==> config.mk <==
export PLATFORM = sky130hd
export DESIGN_NAME = mod_arb_sequencer
export DESIGN_NICKNAME = d
export VERILOG_FILES = /design/src/rtl/mod_arb_sequencer.sv
export SDC_FILE = /design/constraint.sdc
export NUM_CORES = 1
export LEC_CHECK = 0
export BUFFER_PORTS_ARGS = -buffer_cell sky130_fd_sc_hd__buf_2
export CAP_MARGIN = 20
export CORE_MARGIN = 3
export CORE_UTILIZATION = 30
export CTS_BUF_LIST = sky130_fd_sc_hd__clkbuf_8
export DETAILED_ROUTE_END_ITERATION = 6
export GPL_TIMING_DRIVEN = 0
export SETUP_SLACK_MARGIN = 0.2
export SYNTH_ARGS = -nofsm -noshare
export SYNTH_HDL_FRONTEND = slang
export SYNTH_SLANG_ARGS = --single-unit
==> constraint.sdc <==
create_clock -name clk -period 2.1 [get_ports clk]
set_input_delay 0.42 -clock clk [delete_from_list [all_inputs] [get_ports clk]]
set_output_delay 0.42 -clock clk [all_outputs]
set_load 0.02 [all_outputs]
==> src/rtl/mod_arb_sequencer.sv <==
// ----------------------------------------------------------------------------
// mod_arb_sequencer
//   Round-robin arbiter for two requesters (A, B) that share one three-stage
//   modular add/subtract pipeline. Each operation computes (x + y) mod M or
//   (x - y) mod M. Operands >= M flag an error and produce a zero result, but
//   the operation still travels the pipeline like any other.
//
//   Pipeline:  S1 (captured request) -> S2 (5-bit intermediate + correction
//   flag) -> OUT (final residue). All stages shift together when
//   advance = !out_valid || out_ready, and all hold otherwise. Empty slots
//   (bubbles) shift like operations.
//
// Parameters
//   M          modulus, legal range 2..16
//
// Ports
//   clk        rising-edge clock
//   rst        synchronous active-high reset
//   a_valid    requester A has an operation pending
//   a_ready    requester A operation accepted this cycle
//   a_s        requester A op: 0 = add, 1 = subtract
//   a_x, a_y   requester A operands (4 bit)
//   b_*        same as a_* for requester B
//   out_valid  result present on out_z / out_src / out_err
//   out_ready  consumer accepts the result this cycle
//   out_z      result residue
//   out_src    originating requester: 0 = A, 1 = B
//   out_err    at least one operand was >= M
//   busy       at least one pipeline stage holds a valid operation
// ----------------------------------------------------------------------------
module mod_arb_sequencer #(
   parameter int unsigned M = 13
) (
   input  logic       clk,
   input  logic       rst,
   input  logic       a_valid,
   output logic       a_ready,
   input  logic       a_s,
   input  logic [3:0] a_x,
   input  logic [3:0] a_y,
   input  logic       b_valid,
   output logic       b_ready,
   input  logic       b_s,
   input  logic [3:0] b_x,
   input  logic [3:0] b_y,
   output logic       out_valid,
   input  logic       out_ready,
   output logic [3:0] out_z,
   output logic       out_src,
   output logic       out_err,
   output logic       busy
);

   typedef enum logic {
      LAST_A = 1'b0,
      LAST_B = 1'b1
   } last_e;

   localparam logic [4:0] MOD = 5'(M);

   // last-grant register
   last_e      last_q, last_d;

   // S1: captured request
   logic       s1_valid_q, s1_valid_d;
   logic       s1_s_q,     s1_s_d;
   logic       s1_src_q,   s1_src_d;
   logic       s1_err_q,   s1_err_d;
   logic [3:0] s1_x_q,     s1_x_d;
   logic [3:0] s1_y_q,     s1_y_d;

   // S2: 5-bit intermediate plus correction flag
   logic       s2_valid_q, s2_valid_d;
   logic       s2_s_q,     s2_s_d;
   logic       s2_src_q,   s2_src_d;
   logic       s2_err_q,   s2_err_d;
   logic [4:0] s2_sum_q,   s2_sum_d;
   logic       s2_corr_q,  s2_corr_d;

   // OUT: final result
   logic       out_valid_q, out_valid_d;
   logic [3:0] out_z_q,     out_z_d;
   logic       out_src_q,   out_src_d;
   logic       out_err_q,   out_err_d;

   logic       advance;
   logic       grant_a;
   logic       grant_b;
   logic       req_s;
   logic [3:0] req_x;
   logic [3:0] req_y;
   logic [4:0] x5;
   logic [4:0] y5;
   logic [4:0] add5;
   logic [4:0] sub5;
   logic [4:0] fix5;

   // ------------------------------------------------------------------------
   // Arbitration and handshake
   // ------------------------------------------------------------------------
   always_comb begin
      advance = !out_valid_q || out_ready;
      grant_a = a_valid && (!b_valid || (last_q == LAST_B));
      grant_b = b_valid && (!a_valid || (last_q == LAST_A));
      // Readies are forced low during reset so nothing is handed over while
      // the pipeline is being flushed.
      a_ready = advance && grant_a && !rst;
      b_ready = advance && grant_b && !rst;

      req_s = grant_b ? b_s : a_s;
      req_x = grant_b ? b_x : a_x;
      req_y = grant_b ? b_y : a_y;
   end

   // ------------------------------------------------------------------------
   // Next-state: every stage shifts on advance, holds otherwise
   // ------------------------------------------------------------------------
   always_comb begin
      last_d      = last_q;

      s1_valid_d  = s1_valid_q;
      s1_s_d      = s1_s_q;
      s1_src_d    = s1_src_q;
      s1_err_d    = s1_err_q;
      s1_x_d      = s1_x_q;
      s1_y_d      = s1_y_q;

      s2_valid_d  = s2_valid_q;
      s2_s_d      = s2_s_q;
      s2_src_d    = s2_src_q;
      s2_err_d    = s2_err_q;
      s2_sum_d    = s2_sum_q;
      s2_corr_d   = s2_corr_q;

      out_valid_d = out_valid_q;
      out_z_d     = out_z_q;
      out_src_d   = out_src_q;
      out_err_d   = out_err_q;

      x5   = {1'b0, s1_x_q};
      y5   = {1'b0, s1_y_q};
      add5 = x5 + y5;
      sub5 = x5 - y5;
      // Correction: subtract M after an add that reached M, add M after a
      // subtract that borrowed. Low 4 bits of the 5-bit result are the residue.
      if (s2_corr_q) begin
         fix5 = s2_s_q ? (s2_sum_q + MOD) : (s2_sum_q - MOD);
      end else begin
         fix5 = s2_sum_q;
      end

      // priority only rotates on an actual transfer
      if (a_ready) begin
         last_d = LAST_A;
      end else if (b_ready) begin
         last_d = LAST_B;
      end

      if (advance) begin
         // S1 <- request (or bubble)
         s1_valid_d = a_ready || b_ready;
         s1_s_d     = req_s;
         s1_src_d   = grant_b;
         s1_err_d   = ({1'b0, req_x} >= MOD) || ({1'b0, req_y} >= MOD);
         s1_x_d     = req_x;
         s1_y_d     = req_y;

         // S2 <- intermediate
         s2_valid_d = s1_valid_q;
         s2_s_d     = s1_s_q;
         s2_src_d   = s1_src_q;
         s2_err_d   = s1_err_q;
         if (s1_err_q) begin
            s2_sum_d  = '0;
            s2_corr_d = 1'b0;
         end else if (s1_s_q) begin
            s2_sum_d  = sub5;
            s2_corr_d = (s1_x_q < s1_y_q);
         end else begin
            s2_sum_d  = add5;
            s2_corr_d = (add5 >= MOD);
         end

         // OUT <- corrected residue
         out_valid_d = s2_valid_q;
         out_src_d   = s2_src_q;
         out_err_d   = s2_err_q;
         out_z_d     = s2_err_q ? 4'd0 : fix5[3:0];
      end
   end

   // ------------------------------------------------------------------------
   // State registers
   // ------------------------------------------------------------------------
   always_ff @(posedge clk) begin
      if (rst) begin
         last_q      <= LAST_B;
         s1_valid_q  <= 1'b0;
         s1_s_q      <= 1'b0;
         s1_src_q    <= 1'b0;
         s1_err_q    <= 1'b0;
         s1_x_q      <= '0;
         s1_y_q      <= '0;
         s2_valid_q  <= 1'b0;
         s2_s_q      <= 1'b0;
         s2_src_q    <= 1'b0;
         s2_err_q    <= 1'b0;
         s2_sum_q    <= '0;
         s2_corr_q   <= 1'b0;
         out_valid_q <= 1'b0;
         out_z_q     <= '0;
         out_src_q   <= 1'b0;
         out_err_q   <= 1'b0;
      end else begin
         last_q      <= last_d;
         s1_valid_q  <= s1_valid_d;
         s1_s_q      <= s1_s_d;
         s1_src_q    <= s1_src_d;
         s1_err_q    <= s1_err_d;
         s1_x_q      <= s1_x_d;
         s1_y_q      <= s1_y_d;
         s2_valid_q  <= s2_valid_d;
         s2_s_q      <= s2_s_d;
         s2_src_q    <= s2_src_d;
         s2_err_q    <= s2_err_d;
         s2_sum_q    <= s2_sum_d;
         s2_corr_q   <= s2_corr_d;
         out_valid_q <= out_valid_d;
         out_z_q     <= out_z_d;
         out_src_q   <= out_src_d;
         out_err_q   <= out_err_d;
      end
   end

   assign out_valid = out_valid_q;
   assign out_z     = out_z_q;
   assign out_src   = out_src_q;
   assign out_err   = out_err_q;
   assign busy      = s1_valid_q || s2_valid_q || out_valid_q;

endmodule

==> qor.txt, run 1 <==
CLOCK NETWORK
--------------------------------------------------------------------------------------
Worst-Skew Late Latency .................................................       280 ps
TritonCTS clock tree ....................................................        built
Clock-pin transition on the worst setup and hold timing paths ...........        60 ps
Clock buffers created by TritonCTS ......................................            5
Sink Count ..............................................................           29
Library cell used as clock root buffer .................................. sky130_fd_sc_hd__clkbuf_8
Clock buffer depth ......................................................            2
Number of hold-repair buffers added at the cts stage ....................            0
H-Tree Level Count ......................................................            2

LAYOUT
--------------------------------------------------------------------------------------
Fin nets ................................................................          259
Share of post-route cells with drive strength above 1 ...................        24.1%
Most used cells in the layout excluding fill and tap cells .............. 33 x sky130_fd_sc_hd__buf_2, 28 x sky130_fd_sc_hd__dfxtp_1, 23 x sky130_fd_sc_hd__nand2_1
Area growth from synthesis to final layout ..............................        21.9%
Fillers .................................................................          562
Commonest non-fill, non-tap cell in the layout .......................... sky130_fd_sc_hd__buf_2
Diode count .............................................................            0
Final std cells w/o fill ................................................          294

DETAILED ROUTING
--------------------------------------------------------------------------------------
DR vias .................................................................        1,358
Initial DRC Count .......................................................           36
Number of routed nets with antenna violations ...........................            0
Total Routed Length .....................................................      3.21 mm
Met2 routed wirelength ..................................................      1.40 mm
Length of routed met3 wiring ............................................       189 um
Detail-routed net length per standard cell ..............................      10.9 um
Highest signal layer in the routed design ...............................         met4
DRC Markers .............................................................            0
Vias/cell ...............................................................         4.62
Pre-antenna DRT Iters ...................................................            4
Met1 layer wirelength in the final routing ..............................      1.59 mm

FLOORPLANNING
--------------------------------------------------------------------------------------
Floorplan die width .....................................................      79.2 um
Number of ports placed on the die boundary ..............................           33
Die area ................................................................ 0.00628 sq mm
Initial cell density of the core ........................................        31.3%
Std cell rows ...........................................................           26
Core area ............................................................... 0.00514 sq mm
Die Y-Extent ............................................................      79.2 um

STATUS
--------------------------------------------------------------------------------------
Run status .............................................................. complete, no violations

SYNTH
--------------------------------------------------------------------------------------
Async SR Flop Fraction ..................................................           0%
Yosys warning total .....................................................            0
Share of the yosys chip area belonging to registers .....................        36.1%
Syn Area/Cell ...........................................................   8.74 sq um
Primary flip-flop cell chosen by synthesis mapping ...................... sky130_fd_sc_hd__dfxtp_1
Number of synthesized flops with an enable pin ..........................            0
Yosys reg bits ..........................................................           29
Number of distinct standard cells referenced by the synthesized netlist .           36
Post-synthesis net count ................................................          220
Number of instances in the synthesized netlist ..........................          184
Post-synthesis instance area ............................................ 0.00161 sq mm

STA
--------------------------------------------------------------------------------------
Setup repair after global routing missed its margin .....................         true
Actual slew at the worst max-slew pin ...................................       545 ps
Setup violations, final .................................................            0
Min Clock Period, post-route ............................................      1820 ps
Setup TNS after final layout ............................................         0 ps
Number of pins with negative max-slew slack in the final report .........            0
Total count of hold-check failures in the final report ..................            0
Upper clock frequency limit .............................................    0.548 GHz
Clock skew after layout .................................................      6.67 ps
Period Utilization, post-route ..........................................        86.8%
Slew HR .................................................................        63.4%

POWER
--------------------------------------------------------------------------------------
Ratio of total power to cell area .......................................  714 mW/mm^2
Design internal power ...................................................     0.979 mW
Combinational Power Share ...............................................        22.3%
Psw .....................................................................     0.421 mW
Peak supply drop ........................................................     0.322 mV
Clock network power share ...............................................        31.9%
Sequential share of power ...............................................        45.8%
Static leakage ..........................................................     0.820 nW
Switching power share of the total ......................................        30.1%

HOLD PATH
--------------------------------------------------------------------------------------
Tightest Hold Check Type ................................................   reg -> reg

WORST SETUP PATH
--------------------------------------------------------------------------------------
CP endpoint kind ........................................................     register
Max FO, Critical Path ...................................................            8
CP required .............................................................      2260 ps
Type of origin of the critical path .....................................     register
Reg-to-reg slack, setup .................................................       280 ps
CP Data Arrival Time ....................................................      1990 ps
Critical setup path kind ................................................   reg -> reg

GLOBAL ROUTE
--------------------------------------------------------------------------------------
Antenna violations before repair ........................................            0
Via count of the first global-routing pass ..............................        1,276
Global router's overall resource usage ..................................        11.7%
Wire length of the first global-routing pass ............................      5.78 mm
Final global-route overflow total .......................................            0
Largest net degree at the start of global routing .......................           11

PLACE
--------------------------------------------------------------------------------------
GP Congestion ...........................................................        0.745
Quantity of I/O buffers inserted on ports ...............................           31
DP Wirelength ...........................................................      2.54 mm
Placed cell count .......................................................          285

RUN
--------------------------------------------------------------------------------------
Max-capacitance violation count .........................................            0

==> final timing paths <==
check                               start   endpoint  cells after the start
worst max-delay path            s1_y_q[2]  s2_corr_q                      8
worst min-delay path             out_z[1]   out_z[1]                      2
worst max register to register  s1_y_q[2]  s2_corr_q                      8
worst min register to register   out_z[1]   out_z[1]                      2
==> repair_timing <==
action / in CTS / in global routing
pin swaps: 0 / 3
setup endpoints to repair: 2 / 3
resized for setup: 1 / 4
setup buffers: 0 / 1
==> critical path, cell delays in order (launching register included) <==
cell and delay, ps:
sky130_fd_sc_hd__dfxtp_1 340, sky130_fd_sc_hd__inv_1 50, sky130_fd_sc_hd__ha_1 280, sky130_fd_sc_hd__buf_6 140, sky130_fd_sc_hd__nor3b_2 190, sky130_fd_sc_hd__nor3_2 80, sky130_fd_sc_hd__xor2_1 150, sky130_fd_sc_hd__a2111oi_2 390
sky130_fd_sc_hd__o21ai_1 90
==> layer usage <==
metal	global-route usage [%]	vias up
met2	18.1	32
met1	14.8	604
met5	0	-
met4	4.12	0
li1	-	718
met3	4.76	4
==> synthesized netlist by cell type, drive strengths merged (3+ instances only) <==
cell type	count	area share (%)
nand2	23	5.4
o211ai	5	2.3
nor2	16	3.9
buf	5	2.1
dfxtp	29	36
nor3	5	1.9
a22o	4	2.2
nor3b	3	1.7
xnor2	6	3.3
fa	3	3.7
mux2i	11	6.8
ha	10	7.8
inv	11	2.6
o21ai	9	2.8
clkbuf	4	0.93
a21oi	17	6.2
a211oi	9	4.2
==> power groups by stage <==
stage                     Sequential (mW)  Clock [mW]  Combinational [mW]
after floorplan                     0.660           0               0.218
after global placement              0.654           0               0.308
after detailed placement            0.655           0               0.312
after CTS                           0.642       0.464               0.314
after global routing                0.650       0.494               0.355
final                               0.642       0.446               0.312
==> kinds of logic after synthesis <==
family                     share of synthesized area, %
buffers and inverters                              5.60
muxes                                              6.84
AOI/OAI and AO/OA                                  19.5
DFF                                                36.1
xor gates and xnor gates                           3.81
and+or+nand+nor                                    16.6
adders and majority gates                          11.5
==> stage by stage <==
stage / utilization, % / hold slack, ps / cell area [sq um] / worst slack (ps) / power (mW)
after floorplan: - / 432 / 1610 / 294 / 0.878
final: 38.1 / 444 / 1960 / 276 / 1.40
after global routing: 38.1 / 482 / 1960 / 160 / 1.50
after detailed placement: 36.0 / 438 / 1850 / 252 / 0.967
after global placement: 36.0 / 431 / 1850 / 274 / 0.962
after CTS: 37.8 / 438 / 1940 / 205 / 1.42
==> sequential cells by signal, summed over array words and instances, names as in the netlist <==
register,count
s2_valid_q,1
s2_corr_q,1
out_err,1
s2_src_q,1
out_src,1
last_q,1
s2_err_q,1
s2_s_q,1
s1_valid_q,1
out_valid,1
out_z,4
s1_src_q,1
s1_y_q,4
s1_err_q,1
s1_s_q,1
s1_x_q,4
s2_sum_q,4
==> cell type report <==
type / instances / area, sq um / share of cell area (%)
clock buffer: 5 / 68.8 / 3.51
buffer: 9 / 55.1 / 2.81
clock inverter: 3 / 17.5 / 0.893
timing repair buffer: 32 / 163 / 8.30
multi-input combinational: 135 / 946 / 48.2
sequential: 29 / 582 / 29.7
inverter: 11 / 41.3 / 2.11
tap: 70 / 87.6 / 4.47
Power figures use the tool's default switching activity.
==> run 2, diff against run 1 <==
--- a/config.mk
+++ b/config.mk
@@ -6,7 +6,6 @@
 export NUM_CORES = 1
 export LEC_CHECK = 0
 export BUFFER_PORTS_ARGS = -buffer_cell sky130_fd_sc_hd__buf_2
-export CAP_MARGIN = 20
 export CORE_MARGIN = 3
 export CORE_UTILIZATION = 30
 export CTS_BUF_LIST = sky130_fd_sc_hd__clkbuf_8
==> constraint.sdc (replaced) <==
create_clock -name clk -period 2.32 [get_ports clk]
set_input_delay 0.464 -clock clk [delete_from_list [all_inputs] [get_ports clk]]
set_output_delay 0.464 -clock clk [all_outputs]
set_load 0.02 [all_outputs]
==> qor.txt, run 2 (same netlist as run 1, synthesis figures left out) <==
PLACE
------------------------------------------------------------------------------
Placed cell count ...............................................          285
Quantity of I/O buffers inserted on ports .......................           31
GP Congestion ...................................................        0.745
DP Wirelength ...................................................      2.54 mm
DP Area ......................................................... 0.00185 sq mm

WORST SETUP PATH
------------------------------------------------------------------------------
Type of origin of the critical path .............................     register
Source of the worst register-to-register timing path ............    s1_x_q[1]
Critical-path cell list ......................................... a21oi_4 > buf_4 > nor3b_1 > buf_2
Number of cell instances on the worst register-to-register path .            6
Crit Reg-Reg Endpoint ...........................................    s2_corr_q
Largest delay contributor family on the critical path ........... buffers and inverters
CP max-delay cell ............................................... sky130_fd_sc_hd__dfxtp_1
Critical path's largest stage delay .............................       350 ps
CP required .....................................................      1860 ps
Critical setup path kind ........................................   reg -> out
CP endpoint kind ................................................ primary output
Max FO, Critical Path ...........................................           10
Reg-to-reg slack, setup .........................................       470 ps
Number of buffer and inverter stages on the critical path .......            2
CP Data Arrival Time ............................................      1450 ps

STA
------------------------------------------------------------------------------
Setup repair after global routing missed its margin .............        false
Upper clock frequency limit .....................................    0.522 GHz
Final-layout worst hold slack ...................................       444 ps
Setup violations, final .........................................            0
Min Clock Period, post-route ....................................      1910 ps
Period Utilization, post-route ..................................        82.5%
Slew HR .........................................................        63.1%
Number of pins with negative max-slew slack in the final report .            0
Total count of hold-check failures in the final report ..........            0
Setup TNS after final layout ....................................         0 ps
Clock skew after layout .........................................      7.06 ps
Actual slew at the worst max-slew pin ...........................       549 ps

CLOCK NETWORK
------------------------------------------------------------------------------
Number of hold-repair buffers added at the cts stage ............            0
Clock buffers created by TritonCTS ..............................            5
Library cell used as clock root buffer .......................... sky130_fd_sc_hd__clkbuf_8
H-Tree Level Count ..............................................            2
TritonCTS clock tree ............................................        built
Worst-Skew Late Latency .........................................       280 ps
Clock-pin transition on the worst setup and hold timing paths ...        70 ps
Clock buffer depth ..............................................            2
Number of setup buffers added after CTS .........................            0
Sink Count ......................................................           29

POWER
------------------------------------------------------------------------------
Ratio of total power to cell area ...............................  651 mW/mm^2
Static leakage ..................................................     0.813 nW
Peak supply drop ................................................     0.291 mV

DETAILED ROUTING
------------------------------------------------------------------------------
Initial DRC Count ...............................................           30
DRC Markers .....................................................            0
Detail-routed net length per standard cell ......................      10.9 um
Total Routed Length .............................................      3.20 mm
Vias/cell .......................................................         4.60
DR vias .........................................................        1,348
Pre-antenna DRT Iters ...........................................            4
Number of routed nets with antenna violations ...................            0

LAYOUT
------------------------------------------------------------------------------
Most used cells in the layout excluding fill and tap cells ...... 34 x sky130_fd_sc_hd__buf_2, 29 x sky130_fd_sc_hd__dfxtp_1, 23 x sky130_fd_sc_hd__nand2_1
Final std cells w/o fill ........................................          293
Commonest non-fill, non-tap cell in the layout .................. sky130_fd_sc_hd__buf_2
Total non-filler cell area in the finished layout ............... 0.00194 sq mm
Area growth from synthesis to final layout ......................        20.6%
Fin nets ........................................................          258
Final core area utilization .....................................        37.8%
Diode count .....................................................            0
Share of post-route cells with drive strength above 1 ...........        23.3%

HOLD PATH
------------------------------------------------------------------------------
Instance count along the most critical hold path ................            2
Tightest Hold Check Type ........................................   reg -> reg
Hold path startpoint ............................................     out_z[1]
Worst Hold End ..................................................     out_z[1]

GLOBAL ROUTE
------------------------------------------------------------------------------
Antenna violations before repair ................................            0
Wire length of the first global-routing pass ....................      5.78 mm
Largest net degree at the start of global routing ...............           11
Via count of the first global-routing pass ......................        1,278
Global router's overall resource usage ..........................        11.7%
Final global-route overflow total ...............................            0

FLOORPLANNING
------------------------------------------------------------------------------
Die area ........................................................ 0.00628 sq mm
Number of ports placed on the die boundary ......................           33
Core area ....................................................... 0.00514 sq mm
Initial cell density of the core ................................        31.3%
Floorplan die width .............................................      79.2 um
Die Y-Extent ....................................................      79.2 um
Std cell rows ...................................................           26

STATUS
------------------------------------------------------------------------------
Run status ...................................................... complete, no violations

RUN
------------------------------------------------------------------------------
Max-capacitance violation count .................................            0

run 2: routing by layer:
metal,GRT usage (%),wire length [um],vias up
li1,-,-,713
met1,14.8,1570,599
met2,18.1,1400,32
met3,4.76,189,4
met4,4.12,38,0
met5,0,0,-
run 2: per-stage QoR:
stage	setup WS, ps	power, mW
detailed placement	394	0.875
finish	406	1.26
CTS	291	1.28
global placement	423	0.871
global route	266	1.35
floorplan	426	0.795
run 2: power breakdown:
group | internal (mW) | switching, mW | total, mW
Sequential | 0.543 | 0.0379 | 0.581
Clock | 0.206 | 0.198 | 0.404
Combinational | 0.134 | 0.145 | 0.278
run 2: what timing repair did:
item | CTS | global route
endpoints found under the hold margin | 0 | 0
setup endpoints to repair | 0 | 2
resized for setup | 0 | 1
run 2: layout make-up:
type                    instances  area, sq um
flip-flops and latches         29          581
repair buffers                 31          155
fillers                       560         3200
multi-input cells             135          941
plain buffers                   9         48.8
inverters                      11         41.3
well taps                      70         87.6
clock buffers                   5         68.8
clock inverters                 3         17.5
run 2: how the worst max path moves through the flow:
stage          slack, ps  cells after the start      start  endpoint
3_3_place_gp         420                      5  out_ready   a_ready
6_report             410                      4     last_q   b_ready
4_1_cts              290                      4  out_valid   a_ready
2_1_floorplan        430                      4    b_valid   b_ready
3_5_place_dp         390                      4        rst   a_ready
5_1_grt              270                      4     last_q   b_ready
run 2: worst min-delay path: stages, from the launching register on:
cell	delay (ps)
sky130_fd_sc_hd__dfxtp_1	320
sky130_fd_sc_hd__nand2_1	40
sky130_fd_sc_hd__o21ai_0	50
